### config.mk
export PLATFORM = sky130hd
export DESIGN_NAME = oled_line_drawer_flat
export DESIGN_NICKNAME = d
export VERILOG_FILES = /design/src/rtl/oled_line_drawer_pkg.sv /design/src/rtl/oled_line_drawer_if.sv /design/src/rtl/oled_line_drawer_cmd_slot.sv /design/src/rtl/oled_line_drawer.sv /design/src/flat_wrapper.sv
export SDC_FILE = /design/constraint.sdc
export NUM_CORES = 1
export LEC_CHECK = 0
export CAP_MARGIN = 20
export CORE_MARGIN = 3
export CORE_UTILIZATION = 54
export DETAILED_ROUTE_END_ITERATION = 12
export PLACE_DENSITY = 0.78
export RECOVER_POWER = 50
export SYNTH_ARGS = -nofsm -noshare
export SYNTH_HDL_FRONTEND = slang
export SYNTH_SLANG_ARGS = --single-unit
### constraint.sdc
create_clock -name clk -period 3.6 [get_ports clk]
set_input_delay 0.72 -clock clk [delete_from_list [all_inputs] [get_ports clk]]
set_output_delay 0.72 -clock clk [all_outputs]
set_load 0.05 [all_outputs]
### src/rtl/oled_line_drawer_pkg.sv
// oled_pkg: shared constants and types for the SSD1306 line drawer.
//   - Panel geometry (OLED_W x OLED_H) and the coordinate widths it implies.
//   - Encodings of the display driver's pixel_state bus.
//   - Error-term widths used by the Bresenham datapath.
//   - line_state_t: the line drawer FSM states, exported for debug.
package oled_pkg;

  localparam int OLED_W   = 128;
  localparam int OLED_H   = 64;
  localparam int OLED_X_W = $clog2(OLED_W);
  localparam int OLED_Y_W = $clog2(OLED_H);

  // Signed error term and its doubled form; wide enough for |dx|<=127, |dy|<=63.
  localparam int ERR_W = 10;
  localparam int E2_W  = ERR_W + 1;

  localparam logic [1:0] PIX_IDLE  = 2'd0;
  localparam logic [1:0] PIX_READ  = 2'd1;
  localparam logic [1:0] PIX_WRITE = 2'd2;

  typedef enum logic [2:0] {
    LD_IDLE,
    LD_SETUP,
    LD_ISSUE,
    LD_ACK,
    LD_BUSYWAIT,
    LD_FIN
  } line_state_t;

endpackage

### src/rtl/oled_line_drawer_if.sv
// oled_line_if: bundles the line drawer's command side and pixel side.
//   Command side : start, x0, y0, x1, y1, color -> drawer; start_ready, busy, done <- drawer.
//   Pixel side   : pixel_state -> drawer; pixel, x, y, pixel_we <- drawer.
// Handshake: a command transfers on any cycle where start && start_ready are both
// high; start may be held or dropped freely while start_ready is low, and the
// command fields are only meaningful in the transfer cycle.
// Modports: master = the line drawer, slave = the command source plus driver.
interface oled_line_if #(
  parameter int X_W = 7,
  parameter int Y_W = 6
);
  logic           start;
  logic [X_W-1:0] x0;
  logic [X_W-1:0] x1;
  logic [Y_W-1:0] y0;
  logic [Y_W-1:0] y1;
  logic           color;
  logic           start_ready;
  logic           busy;
  logic           done;
  logic [1:0]     pixel_state;
  logic           pixel;
  logic [X_W-1:0] x;
  logic [Y_W-1:0] y;
  logic           pixel_we;

  modport master (
    input  start, x0, x1, y0, y1, color, pixel_state,
    output start_ready, busy, done, pixel, x, y, pixel_we
  );

  modport slave (
    output start, x0, x1, y0, y1, color, pixel_state,
    input  start_ready, busy, done, pixel, x, y, pixel_we
  );
endinterface

### src/rtl/oled_line_drawer_cmd_slot.sv
// oled_line_cmd_slot: holds the command of the line being drawn ("active") and,
// when OLED_LINE_QUEUE_EN is defined, one pending command behind it.
// Ports:
//   clk, rst        : clock, synchronous active-high reset
//   in_valid/ready  : upstream command handshake (in_ready is start_ready)
//   in_data         : packed command {color, x0, y0, x1, y1}
//   busy            : drawer is mid-line
//   next_valid      : a command is available for the drawer to take
//   take            : drawer loads the next command into the active register
//   active          : command currently being drawn
// Macro OLED_LINE_QUEUE_EN: adds the pending entry; otherwise commands are only
// accepted while idle and pass straight into the active register.
module oled_line_cmd_slot #(
  parameter int W = 27
) (
  input  logic         clk,
  input  logic         rst,
  input  logic         in_valid,
  output logic         in_ready,
  input  logic [W-1:0] in_data,
  input  logic         busy,
  output logic         next_valid,
  input  logic         take,
  output logic [W-1:0] active
);

  logic [W-1:0] next_data;

  always_ff @(posedge clk) begin
    if (rst) begin
      active <= '0;
    end else if (take) begin
      active <= next_data;
    end
  end

`ifdef OLED_LINE_QUEUE_EN
  logic         pend_valid;
  logic [W-1:0] pend_data;

  assign in_ready   = !pend_valid;
  // The pending entry always has priority; a fresh command only bypasses it
  // when the drawer is idle and nothing is waiting.
  assign next_valid = pend_valid || (in_valid && !busy);
  assign next_data  = pend_valid ? pend_data : in_data;

  always_ff @(posedge clk) begin
    if (rst) begin
      pend_valid <= 1'b0;
      pend_data  <= '0;
    end else if (take && pend_valid) begin
      pend_valid <= 1'b0;
    end else if (in_valid && in_ready && busy) begin
      pend_valid <= 1'b1;
      pend_data  <= in_data;
    end
  end
`else
  assign in_ready   = !busy;
  assign next_valid = in_valid && !busy;
  assign next_data  = in_data;
`endif

endmodule

### src/rtl/oled_line_drawer.sv
// oled_line_drawer: rasterises line commands with integer Bresenham and issues
// one pixel write per point to the SSD1306 driver, paced by its pixel_state
// read-modify-write sequence (IDLE -> READ -> WRITE -> IDLE).
// Ports:
//   clk, rst  : clock, synchronous active-high reset
//   bus       : oled_line_if.master (command handshake + pixel write interface)
//   state_dbg : current FSM state
// Macro OLED_LINE_QUEUE_EN (in oled_line_cmd_slot): one-deep command queue.
module oled_line_drawer
  import oled_pkg::*;
#(
  parameter int X_W = OLED_X_W,
  parameter int Y_W = OLED_Y_W
) (
  input  logic        clk,
  input  logic        rst,
  oled_line_if.master bus,
  output line_state_t state_dbg
);

  localparam int CMD_W = 2 * X_W + 2 * Y_W + 1;

  line_state_t state;

  logic             cmd_valid;
  logic             cmd_take;
  logic [CMD_W-1:0] cmd_active;
  logic             c_color;
  logic [X_W-1:0]   c_x0, c_x1;
  logic [Y_W-1:0]   c_y0, c_y1;

  oled_line_cmd_slot #(.W(CMD_W)) u_slot (
    .clk        (clk),
    .rst        (rst),
    .in_valid   (bus.start),
    .in_ready   (bus.start_ready),
    .in_data    ({bus.color, bus.x0, bus.y0, bus.x1, bus.y1}),
    .busy       (state != LD_IDLE),
    .next_valid (cmd_valid),
    .take       (cmd_take),
    .active     (cmd_active)
  );

  assign {c_color, c_x0, c_y0, c_x1, c_y1} = cmd_active;
  assign cmd_take = cmd_valid && ((state == LD_IDLE) || (state == LD_FIN));

  // Bresenham state: cursor, signed deltas (dy stored negative), error, directions.
  logic [X_W-1:0]          cx;
  logic [Y_W-1:0]          cy;
  logic signed [ERR_W-1:0] dx, dy, err;
  logic                    sx_neg, sy_neg;

  logic [X_W-1:0]          adx;
  logic [Y_W-1:0]          ady;
  logic signed [ERR_W-1:0] setup_dx, setup_dy;
  logic signed [E2_W-1:0]  e2, dx_w, dy_w;
  logic                    step_x, step_y, at_end;
  logic signed [ERR_W-1:0] err_next;
  logic [X_W-1:0]          cx_next;
  logic [Y_W-1:0]          cy_next;

  always_comb begin
    adx      = (c_x1 >= c_x0) ? (c_x1 - c_x0) : (c_x0 - c_x1);
    ady      = (c_y1 >= c_y0) ? (c_y1 - c_y0) : (c_y0 - c_y1);
    setup_dx = ERR_W'(adx);
    setup_dy = -ERR_W'(ady);

    e2   = {err, 1'b0};
    dx_w = {dx[ERR_W-1], dx};
    dy_w = {dy[ERR_W-1], dy};
    // Both decisions look at the error before this step's update.
    step_x = (e2 >= dy_w);
    step_y = (e2 <= dx_w);

    err_next = err;
    if (step_x) err_next = err_next + dy;
    if (step_y) err_next = err_next + dx;

    cx_next = cx;
    if (step_x) cx_next = sx_neg ? (cx - X_W'(1)) : (cx + X_W'(1));
    cy_next = cy;
    if (step_y) cy_next = sy_neg ? (cy - Y_W'(1)) : (cy + Y_W'(1));

    at_end = (cx == c_x1) && (cy == c_y1);
  end

  // The Bresenham step is taken on the same edge that leaves BUSYWAIT, so the
  // cursor only moves once the driver is back in IDLE (it re-reads x/y/pixel in
  // WRITE) and the next write can issue the following cycle: 4-cycle period.
  always_ff @(posedge clk) begin
    if (rst) begin
      state  <= LD_IDLE;
      cx     <= '0;
      cy     <= '0;
      dx     <= '0;
      dy     <= '0;
      err    <= '0;
      sx_neg <= 1'b0;
      sy_neg <= 1'b0;
    end else begin
      case (state)
        LD_IDLE: if (cmd_valid) state <= LD_SETUP;
        LD_SETUP: begin
          dx     <= setup_dx;
          dy     <= setup_dy;
          err    <= setup_dx + setup_dy;
          sx_neg <= (c_x1 < c_x0);
          sy_neg <= (c_y1 < c_y0);
          cx     <= c_x0;
          cy     <= c_y0;
          state  <= LD_ISSUE;
        end
        LD_ISSUE: if (bus.pixel_state == PIX_IDLE) state <= LD_ACK;
        LD_ACK: if (bus.pixel_state != PIX_IDLE) state <= LD_BUSYWAIT;
        LD_BUSYWAIT: begin
          if (bus.pixel_state == PIX_IDLE) begin
            if (at_end) begin
              state <= LD_FIN;
            end else begin
              err   <= err_next;
              cx    <= cx_next;
              cy    <= cy_next;
              state <= LD_ISSUE;
            end
          end
        end
        LD_FIN: state <= cmd_valid ? LD_SETUP : LD_IDLE;
        default: state <= LD_IDLE;
      endcase
    end
  end

  assign bus.busy     = (state != LD_IDLE);
  assign bus.done     = (state == LD_FIN);
  assign bus.pixel_we = (state == LD_ISSUE) && (bus.pixel_state == PIX_IDLE);
  assign bus.x        = cx;
  assign bus.y        = cy;
  assign bus.pixel    = c_color;
  assign state_dbg    = state;

endmodule

### src/flat_wrapper.sv
// flat-port wrapper written by rule: the top's interface ports become plain ports
module oled_line_drawer_flat import oled_pkg::*;
#(
  parameter int X_W = OLED_X_W,
  parameter int Y_W = OLED_Y_W
)
  (clk, rst, state_dbg, bus_start, bus_x0, bus_x1, bus_y0, bus_y1, bus_color, bus_pixel_state, bus_start_ready, bus_busy, bus_done, bus_pixel, bus_x, bus_y, bus_pixel_we);
  oled_line_if #(.X_W(X_W), .Y_W(Y_W)) bus_i ();
  input  logic clk;
  input  logic rst;
  output line_state_t state_dbg;
  input wire logic [$bits(bus_i.start)-1:0] bus_start;
  input wire logic [$bits(bus_i.x0)-1:0] bus_x0;
  input wire logic [$bits(bus_i.x1)-1:0] bus_x1;
  input wire logic [$bits(bus_i.y0)-1:0] bus_y0;
  input wire logic [$bits(bus_i.y1)-1:0] bus_y1;
  input wire logic [$bits(bus_i.color)-1:0] bus_color;
  input wire logic [$bits(bus_i.pixel_state)-1:0] bus_pixel_state;
  output wire logic [$bits(bus_i.start_ready)-1:0] bus_start_ready;
  output wire logic [$bits(bus_i.busy)-1:0] bus_busy;
  output wire logic [$bits(bus_i.done)-1:0] bus_done;
  output wire logic [$bits(bus_i.pixel)-1:0] bus_pixel;
  output wire logic [$bits(bus_i.x)-1:0] bus_x;
  output wire logic [$bits(bus_i.y)-1:0] bus_y;
  output wire logic [$bits(bus_i.pixel_we)-1:0] bus_pixel_we;
  assign bus_i.start = bus_start;
  assign bus_i.x0 = bus_x0;
  assign bus_i.x1 = bus_x1;
  assign bus_i.y0 = bus_y0;
  assign bus_i.y1 = bus_y1;
  assign bus_i.color = bus_color;
  assign bus_i.pixel_state = bus_pixel_state;
  assign bus_start_ready = bus_i.start_ready;
  assign bus_busy = bus_i.busy;
  assign bus_done = bus_i.done;
  assign bus_pixel = bus_i.pixel;
  assign bus_x = bus_i.x;
  assign bus_y = bus_i.y;
  assign bus_pixel_we = bus_i.pixel_we;
  oled_line_drawer #(.X_W(X_W), .Y_W(Y_W)) u_core (.clk(clk), .rst(rst), .bus(bus_i), .state_dbg(state_dbg));
endmodule
Yosys cells after proc, flatten, opt, wreduce, memory -nomap -nowiden

Cells that the tools add are included.

Flip-flop bits (word level): 72
Input bits: 32
Logic and storage cells: 80

Muxes and demuxes: 24
Eq/ne operators: 14
Magnitude comparators: 6
Add/sub/neg operators: 12
Reduce and logical (&&, ||, !) cells: 15

Operators with widths:

| cell                  | number |
|---|---|
| $mux W10              | 4 |
| $mux W7               | 5 |
| $mux W6               | 5 |
| $pmux W10 S2          | 1 |
| $pmux W3 S6           | 1 |
| $mux W3               | 5 |
| $pmux W7 S2           | 1 |
| $sub A7 B7 Y7         | 2 |
| $ne A2 B1 Y1 const B  | 6 |
| $pmux W6 S2           | 1 |
| $reduce_and A4 Y1     | 3 |
| $sub A6 B6 Y6         | 2 |
| $ge A11 B10 Y1        | 1 |
| $le A11 B8 Y1         | 1 |
| $add A10 B10 Y10      | 1 |
| $add A10 B8 Y10       | 1 |
| $add A8 B10 Y10       | 1 |
| $neg A6 Y10           | 1 |
| $add A7 B1 Y7 const B | 1 |
| $eq A7 B7 Y1          | 1 |
| $ge A7 B7 Y1          | 1 |
| $lt A7 B7 Y1          | 1 |
| $sub A7 B1 Y7 const B | 1 |
| $add A6 B1 Y6 const B | 1 |
| 17 further kinds      | 23 |

Logic depth before layout (Yosys ltp)

Gate-level depths: netlist of the first run.

Depth after elaboration: 7
Gate-level depth with buffers: 19

Cells and area by module

From an unflattened synthesis of the first run, not the netlist that was laid out.

Cells, all modules: 808
Area total of the unflattened synthesis: 6,483.7 um2

Modules (own cells, without submodules):

| module             | area an instance (um2) | cells each | times used |
|---|---|---|---|
| oled_line_drawer   | 5,495.3                | 719        | 1 |
| oled_line_cmd_slot | 988.4                  | 89         | 1 |

Worst setup path before layout of the first run

No wires, ideal clock.

Path type: reg2reg
Start: register u_core.err[7]
End: register u_core.err[9]
Setup slack: -0.290 ns
Data required time: 3.526 ns
Data arrival time: 3.816 ns
Setup time: 0.074 ns
Path buffers: 1
Stages on the path, launching flop included: 17
Cell sequence: dfxtp_1 -> ha_1 -> a21o_1 -> a2111oi_0 -> o21ai_0 -> nor2_1 -> buf_2 -> mux2_2 -> ha_1 -> a21o_1 -> a21oi_1 -> o211ai_1 -> o311ai_0 -> nor3_1 -> xnor3_1 -> o21ai_0 -> a31oi_1

Cells in the longest elaborated chain, start to end: 7

RTL lines:

| element                                                   | RTL line                                       | RTL |
|---|---|---|
| start: declaration                                        | oled_line_drawer.sv:50                         | `logic signed [ERR_W-1:0] dx, dy, err;` |
| start signal: assignment                                  | oled_line_drawer.sv:106                        | `err <= setup_dx + setup_dy;` |
| start signal: assignment                                  | oled_line_drawer.sv:120                        | `err <= err_next;` |
| $add A10 B10 Y10 / $ge A11 B10 Y1 (equally long branches) | oled_line_drawer.sv:76, oled_line_drawer.sv:72 |  |
| $mux W10                                                  | oled_line_drawer.sv:76                         | `if (step_x) err_next = err_next + dy;` |
| $add A10 B8 Y10                                           | oled_line_drawer.sv:77                         | `if (step_y) err_next = err_next + dx;` |
| $mux W10 (*)                                              | oled_line_drawer.sv:77                         |  |
| $mux W10 (*)                                              | oled_line_drawer.sv:117                        | `if (at_end) begin` |
| $mux W10 (*)                                              | oled_line_drawer.sv:116                        | `if (bus.pixel_state == PIX_IDLE) begin` |
| $pmux W10 S2 (*)                                          | oled_line_drawer.sv:101                        | `case (state)` |

Every way passes the cells marked *; elsewhere a longest branch is shown, timed or not. The select of a mux whose other input is x is not followed.
A chain may end at the register's enable or synchronous reset.

Worst setup path in the final report of the first run

Start: register u_core.u_slot.active[7]
End: register u_core.err[5]

Cells in the longest elaborated chain, start to end: 4

RTL lines:

| element                                              | RTL line                        | RTL |
|---|---|---|
| start: declaration                                   | oled_line_drawer_cmd_slot.sv:24 | `output logic [W-1:0] active` |
| start signal: assignment                             | oled_line_drawer_cmd_slot.sv:33 | `active <= next_data;` |
| $sub A7 B7 Y7 / $ge A7 B7 Y1 (equally long branches) | oled_line_drawer.sv:63          | `adx = (c_x1 >= c_x0) ? (c_x1 - c_x0) : (c_x0 - c_x1);` |
| $mux W7 (*)                                          | oled_line_drawer.sv:63          |  |
| named net u_core.adx[2]                              | oled_line_drawer.sv:53          | `logic [X_W-1:0] adx;` |
| $add A8 B10 Y10 (*)                                  | oled_line_drawer.sv:106         |  |
| $pmux W10 S2 (*)                                     | oled_line_drawer.sv:101         |  |

Mark *: on every way through the listed nets, which the timed path passes. The rest lies on a longest branch.

==> results of run 1 <==
## registers in the layout (all words and copies together), names as in the netlist
signal	cells
u_core.bus.x	7
u_core.bus.y	6
u_core.dx	7
u_core.dy	10
u_core.err	10
u_core.state_dbg	3
u_core.sx_neg	1
u_core.sy_neg	1
u_core.u_slot.active	27
## how the worst max path moves through the flow
stage | start | to | slack [ps] | cells past startpoint
after floorplan | u_core.err[7] | u_core.err[9] | -20 | 16
after global routing | u_core.u_slot.active[7] | u_core.err[5] | -220 | 18
after global placement | u_core.u_slot.active[0] | u_core.err[7] | -40 | 18
after CTS | u_core.u_slot.active[0] | u_core.err[8] | -40 | 18
after detailed placement | u_core.dy[8] | u_core.err[8] | -180 | 18
final | u_core.u_slot.active[7] | u_core.err[5] | -40 | 18
## layout by cell type (no fill, tap or decap), types with 6 or more instances in the layout
cell type,count
nand3_1,13
nor2_1,49
a21oi_1,73
xnor2_1,20
o211ai_1,8
dfxtp_2,12
clkbuf_8,10
inv_2,6
inv_1,67
o21bai_1,7
ha_4,14
clkdlybuf4s50_1,48
nand2_1,97
a21oi_2,12
nor3_1,15
xor2_1,22
a21o_1,19
nor2b_1,9
buf_4,86
a211oi_1,11
mux2i_1,8
dfxtp_1,59
fa_1,6
mux2_2,6
o21ai_1,8
o21ai_0,17
a21boi_0,8
ha_1,58
nand2b_1,7
## what timing repair did
item	CTS	global route
setup buffers	9	12
endpoints found under the setup margin	5	7
resized for setup	48	52
hold endpoints to repair	0	0
pin swaps	31	64
## worst max-delay path: stages (launching register included)
cell and delay (ps):
dfxtp_2 340, inv_2 50, ha_4 210, nor2b_4 120
o21bai_1 160, a21boi_2 90, o41a_1 430, nor2_4 170
mux2i_1 230, xor2_1 250, ha_1 300, buf_6 140
a21oi_4 120, o21bai_1 100, a21oi_2 210, buf_4 140
xor2_1 130, o21ai_1 100, o221a_2 250
## routing by layer
metal,vias to the layer above,wire (um),track usage
met5,-,0,0
met4,0,658,0.137
met3,55,982,0.0380
met2,221,8960,0.497
met1,2887,7650,0.357
li1,2925,-,-
## power by group
group	leakage [nW]	internal [mW]	switching (mW)
sequential	0.595	0.877	0.0834
combinational	2.79	1.63	1.63
clock	0.108	0.410	0.334
total	3.50	2.92	2.05
## kinds of logic (layout without fill, tap and decap cells)
group / Yosys count / after routing / share of synthesized area
buffers and inverters: 102 / 233 / 0.0670
muxes: 21 / 21 / 0.0370
AOI/OAI and AO/OA: 214 / 214 / 0.229
adders and majority gates: 82 / 82 / 0.181
xor gates and xnor gates: 48 / 48 / 0.0717
DFF: 72 / 72 / 0.238
and+or+nand+nor: 230 / 230 / 0.177
## cell type report
cell class                 count  area [um2]  area share
sequential                    72        1460       0.183
clock buffer                  13         149      0.0186
clock inverter                 3        65.1     0.00815
multi-input combinational    595        4650       0.583
inverter                      74         278      0.0348
timing repair buffer         143        1210       0.151
tap                          140         175      0.0219
## metrics by stage
| step | TNS (ps) | instance area [um2] |
|---|---|---|
| after floorplan | -15.3 | 6100 |
| after global placement | -55.7 | 7210 |
| after detailed placement | -712 | 7210 |
| after CTS | -40.9 | 7690 |
| after global routing | -948 | 7990 |
| final | -138 | 7990 |
==> results.toml, run 1 <==
[logic_synthesis]
async_flop_share = 0
synthFlopType = "dfxtp_1"
synthesis.nets = 883
synthCells = 769
syn_area_per_cell_um2 = 7.87
synth_top_cell_by_area = "dfxtp_1"
synth_warnings = 0
yosysMostFrequentCell = "nand2_1"
ys_top_cells_by_area = "dfxtp_1, ha_1, a21oi_1"
ys_ff_latch = 72
synth_edf_count = 0
yosysTopAreaCellShare = 0.238
ys_seq_area_frac = 0.238
netlist_area_um2 = 6050
netlist_top_cells_count = "nand2_1, a21oi_1, ha_1, inv_1, dfxtp_1"
synth.distinct_cells = 69

[placed_design]
gp_congestion = 0.928
port-buffer-count = 52
place_hpwl_um = 13000
place_inst = 1005
dp_slack_ps = -182

[worst_setup_path]
worstRegToRegCells = 18
cp.arrival_ps = 3920
criticalPathCategory = "reg2reg"
cp.required_ps = 3870
reg2reg_from = "u_core.u_slot.active[7]"
crit_path_start_kind = "flop"
cp-end-kind = "flop"
regToRegEndpoint = "u_core.err[5]"
worstPathMaxFanout = 3
rrSetupSlack_ps = -40

[layout]
n_fill_cell = 839
syn_to_final_growth_pct = 31.9
drive_gt1_frac = 0.226
antenna_cells = 0
instances_no_fill = 1040
final_util = 0.734
nets = 1009

[sta]
setup_violations = 5
fmaxAchievable_ghz = 0.274
drv_slew = 0
layout_setup_ws_ps = -44.4
finalClockSkew_ps = 11.4
timing.final.crit_share = 1.01
hold_viol = 0
fin_crit_ps = 3640
fin_hold_ws_ps = 476
slew_headroom = 0.357
rsz0062_at_grt = "true"
worst_pin_slew_ps = 962

[power_and_ir_drop]
power_density_nw_per_um2 = 621
vdd_ir_drop_max_mv = 0.438
power_mw = 4.96
p_leak_nw = 3.50

[clocking]
root_buffer = "clkbuf_8"
cts_sinks = 72
cts_max_path_buffers = 2
cts-htree-levels = 3
clk_latency_ps = 370
ctsHoldBuffers = 0
clk_pin_slew_worst_paths_ps = 80
cts_buffers = 9
cts_tree = "built"

[grt]
grt_max_degree = 41
grt_pass1_wl_um = 29700
antenna_found_initial = 0
overflow = 0
grt.total_usage = 0.289
grt_pass1_vias = 6292

[route]
drc = 0
vias = 6088
vias_per_cell = 5.85
antenna_left = 0
wl_um = 18300
dr.pass1.iters = 5
drt_iter0_drc = 343
wl_per_cell_um = 17.6

[hold_path]
hp-start = "u_core.u_slot.active[26]"
hold_end = "u_core.u_slot.active[26]"
hold_class = "reg2reg"
min_path_cells = 2

[outcome]
status = "complete, but fails checks"
violations = "setup timing"

[floorplan]
dieArea_um2 = 12500
initial_core_util = 0.556
core_area_um2 = 10900
num_rows = 38
die_x_um = 112
io_pins = 53
die_h_um = 112

[flow_run]
drv_cap = 0
Power figures use the tool's default switching activity.
==> inputs of run 2 (changes only) <==
Settings changed: ABC_CLOCK_PERIOD_IN_PS set to 3600.
==> results of run 2 <==
The final DEF is identical to that of run 1; final timing and power are the same.
==> inputs of run 3 (changes only) <==
Settings changed: CORE_UTILIZATION 54 to 55, CTS_BUF_LIST set to sky130_fd_sc_hd__clkbuf_4 sky130_fd_sc_hd__clkbuf_8, PLACE_DENSITY 0.78 to 0.8.
==> results.toml, run 3 (synthesized netlist as in run 1, its figures left out) <==
[route]
vias = 6159
drc = 0
drt_iter0_drc = 400
wl_per_cell_um = 17.5
antenna_left = 0
dr.pass1.iters = 5
vias_per_cell = 5.87
wl_um = 18400

[floorplan]
core_area_um2 = 10500
dieArea_um2 = 12300
initial_core_util = 0.576
io_pins = 53
die_h_um = 111
num_rows = 37
die_x_um = 111

[sta]
setup_tns_ps = -242
finalClockSkew_ps = 12.0
slew_headroom = 0.348
layout_setup_ws_ps = -88.4
worst_pin_slew_ps = 978
hold_viol = 0
setup_violations = 5
fin_crit_ps = 3690
fmaxAchievable_ghz = 0.271
rsz0062_at_grt = "true"
timing.final.crit_share = 1.02
drv_slew = 0

[worst_setup_path]
cp-end-kind = "flop"
slowest_stage = "nor4b_4"
worst_path_largest_cell_delay_ps = 420
criticalPathCategory = "reg2reg"
crit_path_start_kind = "flop"
cp.required_ps = 3900
cp.arrival_ps = 3990
crit_chain = "inv_2, ha_4, inv_2, fa_2, a21o_1, a221o_1, o21ai_2, nand3_1, buf_4, nor4b_4, xor2_2, ha_4, a21o_1, xnor2_1, o21ai_1, a21oi_2, nor3_1"
worstPathMaxFanout = 3

[layout]
reg.largest.list = "u_core.u_slot.active: 27 flops, u_core.dy: 10 flops, u_core.err: 10 flops"
syn_to_final_growth_pct = 33.3
finalInstanceArea_um2 = 8070
drive_gt1_frac = 0.237
final_util = 0.768
regMostFlops = "u_core.u_slot.active"
antenna_cells = 0
mostFrequentLayoutCell = "buf_4"
largest_reg_flops = 27
nets = 1024
final_cell_mix = "buf_4, nand2_1, a21oi_1"

[clocking]
cts_buffers = 9
clk_pin_slew_worst_paths_ps = 80
cts_sinks = 72
cts_max_path_buffers = 2
clk_latency_ps = 370
cts_tree = "built"
ctsHoldBuffers = 0
cts-htree-levels = 3
root_buffer = "clkbuf_8"

[power_and_ir_drop]
power_mw = 5.14
swShare = 0.422
power_density_nw_per_um2 = 637
p_int_mw = 2.97
power_frac_clock = 0.118
p_sw_mw = 2.17
share_comb_of_total_power = 0.695
p_leak_nw = 3.57
power_frac_seq = 0.187
vdd_ir_drop_max_mv = 0.340

[placed_design]
port-buffer-count = 52
place_hpwl_um = 12500
dp_slack_ps = -223
dpl_cell_area_um2 = 7190
gp_congestion = 0.918

[grt]
overflow = 0
grt_pass1_wl_um = 29400
grt_pass1_vias = 6445
grt.total_usage = 0.287
grt_max_degree = 66
grt_use_met3 = 0.0573
grt-busiest-layer = "met2"
grt.met2_usage = 0.508
grt_use_met1 = 0.329
antenna_found_initial = 0

[flow_run]
drv_cap = 0

[outcome]
violations = "setup timing"
status = "complete, but fails checks"

[hold_path]
hold_class = "reg2reg"
==> run 3: cell count changes in the layout (fill, tap and decap cells not counted), sizes merged <==
cell / delta
clkbuf: -1
clkdlybuf4s50: -7
clkinvlp: +1
dlygate4sd3: +7
clkinv: +1
buf: +15
bufinv: -2
==> run 3: worst paths after layout <==
check | from | endpoint | slack, ps | cells past startpoint
worst min-delay path | u_core.u_slot.active[26] | u_core.u_slot.active[26] | 460 | 2
worst max register to register | u_core.u_slot.active[0] | u_core.err[6] | -90 | 17
worst min register to register | u_core.u_slot.active[26] | u_core.u_slot.active[26] | 460 | 2
worst max-delay path | u_core.u_slot.active[0] | u_core.err[6] | -90 | 17
==> run 3: critical path: cells and delay by family, from the launching register on <==
kind            cells  cell delay [ps]
compound gates      6             1160
simple gates        3              730
fa+ha+maj           3              720
xor+xnor            2              430
flops               1              330
buf+inv             3              250
==> run 3: timing repair <==
item / in CTS / in global routing
endpoints found under the setup margin: 5 / 7
setup buffers: 27 / 10
pin swaps: 24 / 29
resized for setup: 50 / 41
==> run 3: stage by stage <==
stage               std cells  hold slack [ps]
finish                   1050              459
global route             1050              485
CTS                      1042              466
detailed placement       1000              452
global placement         1000              446
floorplan                 769              450
==> run 3: cell type report <==
type / count / area, um2
Sequential cell: 72 / 1450
Timing Repair Buffer: 158 / 1330
Fill cell: 714 / 2440
Inverter: 74 / 278
Multi-Input combinational cell: 595 / 4660
Tap cell: 136 / 170
Clock inverter: 3 / 17.5
Clock buffer: 12 / 159
==> run 3: power groups by stage <==
stage / combinational (mW) / clock (mW) / sequential [mW]
2_1_floorplan: 1.68 / 0 / 0.995
3_3_place_gp: 2.42 / 0 / 0.959
3_5_place_dp: 2.55 / 0 / 0.962
4_1_cts: 3.06 / 0.611 / 0.951
5_1_grt: 3.83 / 0.647 / 0.968
6_report: 3.57 / 0.604 / 0.960
==> run 3: metal layers <==
layer / vias up / share of wire
met3: 73 / 0.065
li1: 2960 / -
met2: 259 / 0.49
met1: 2867 / 0.40
met5: - / 0
met4: 0 / 0.041
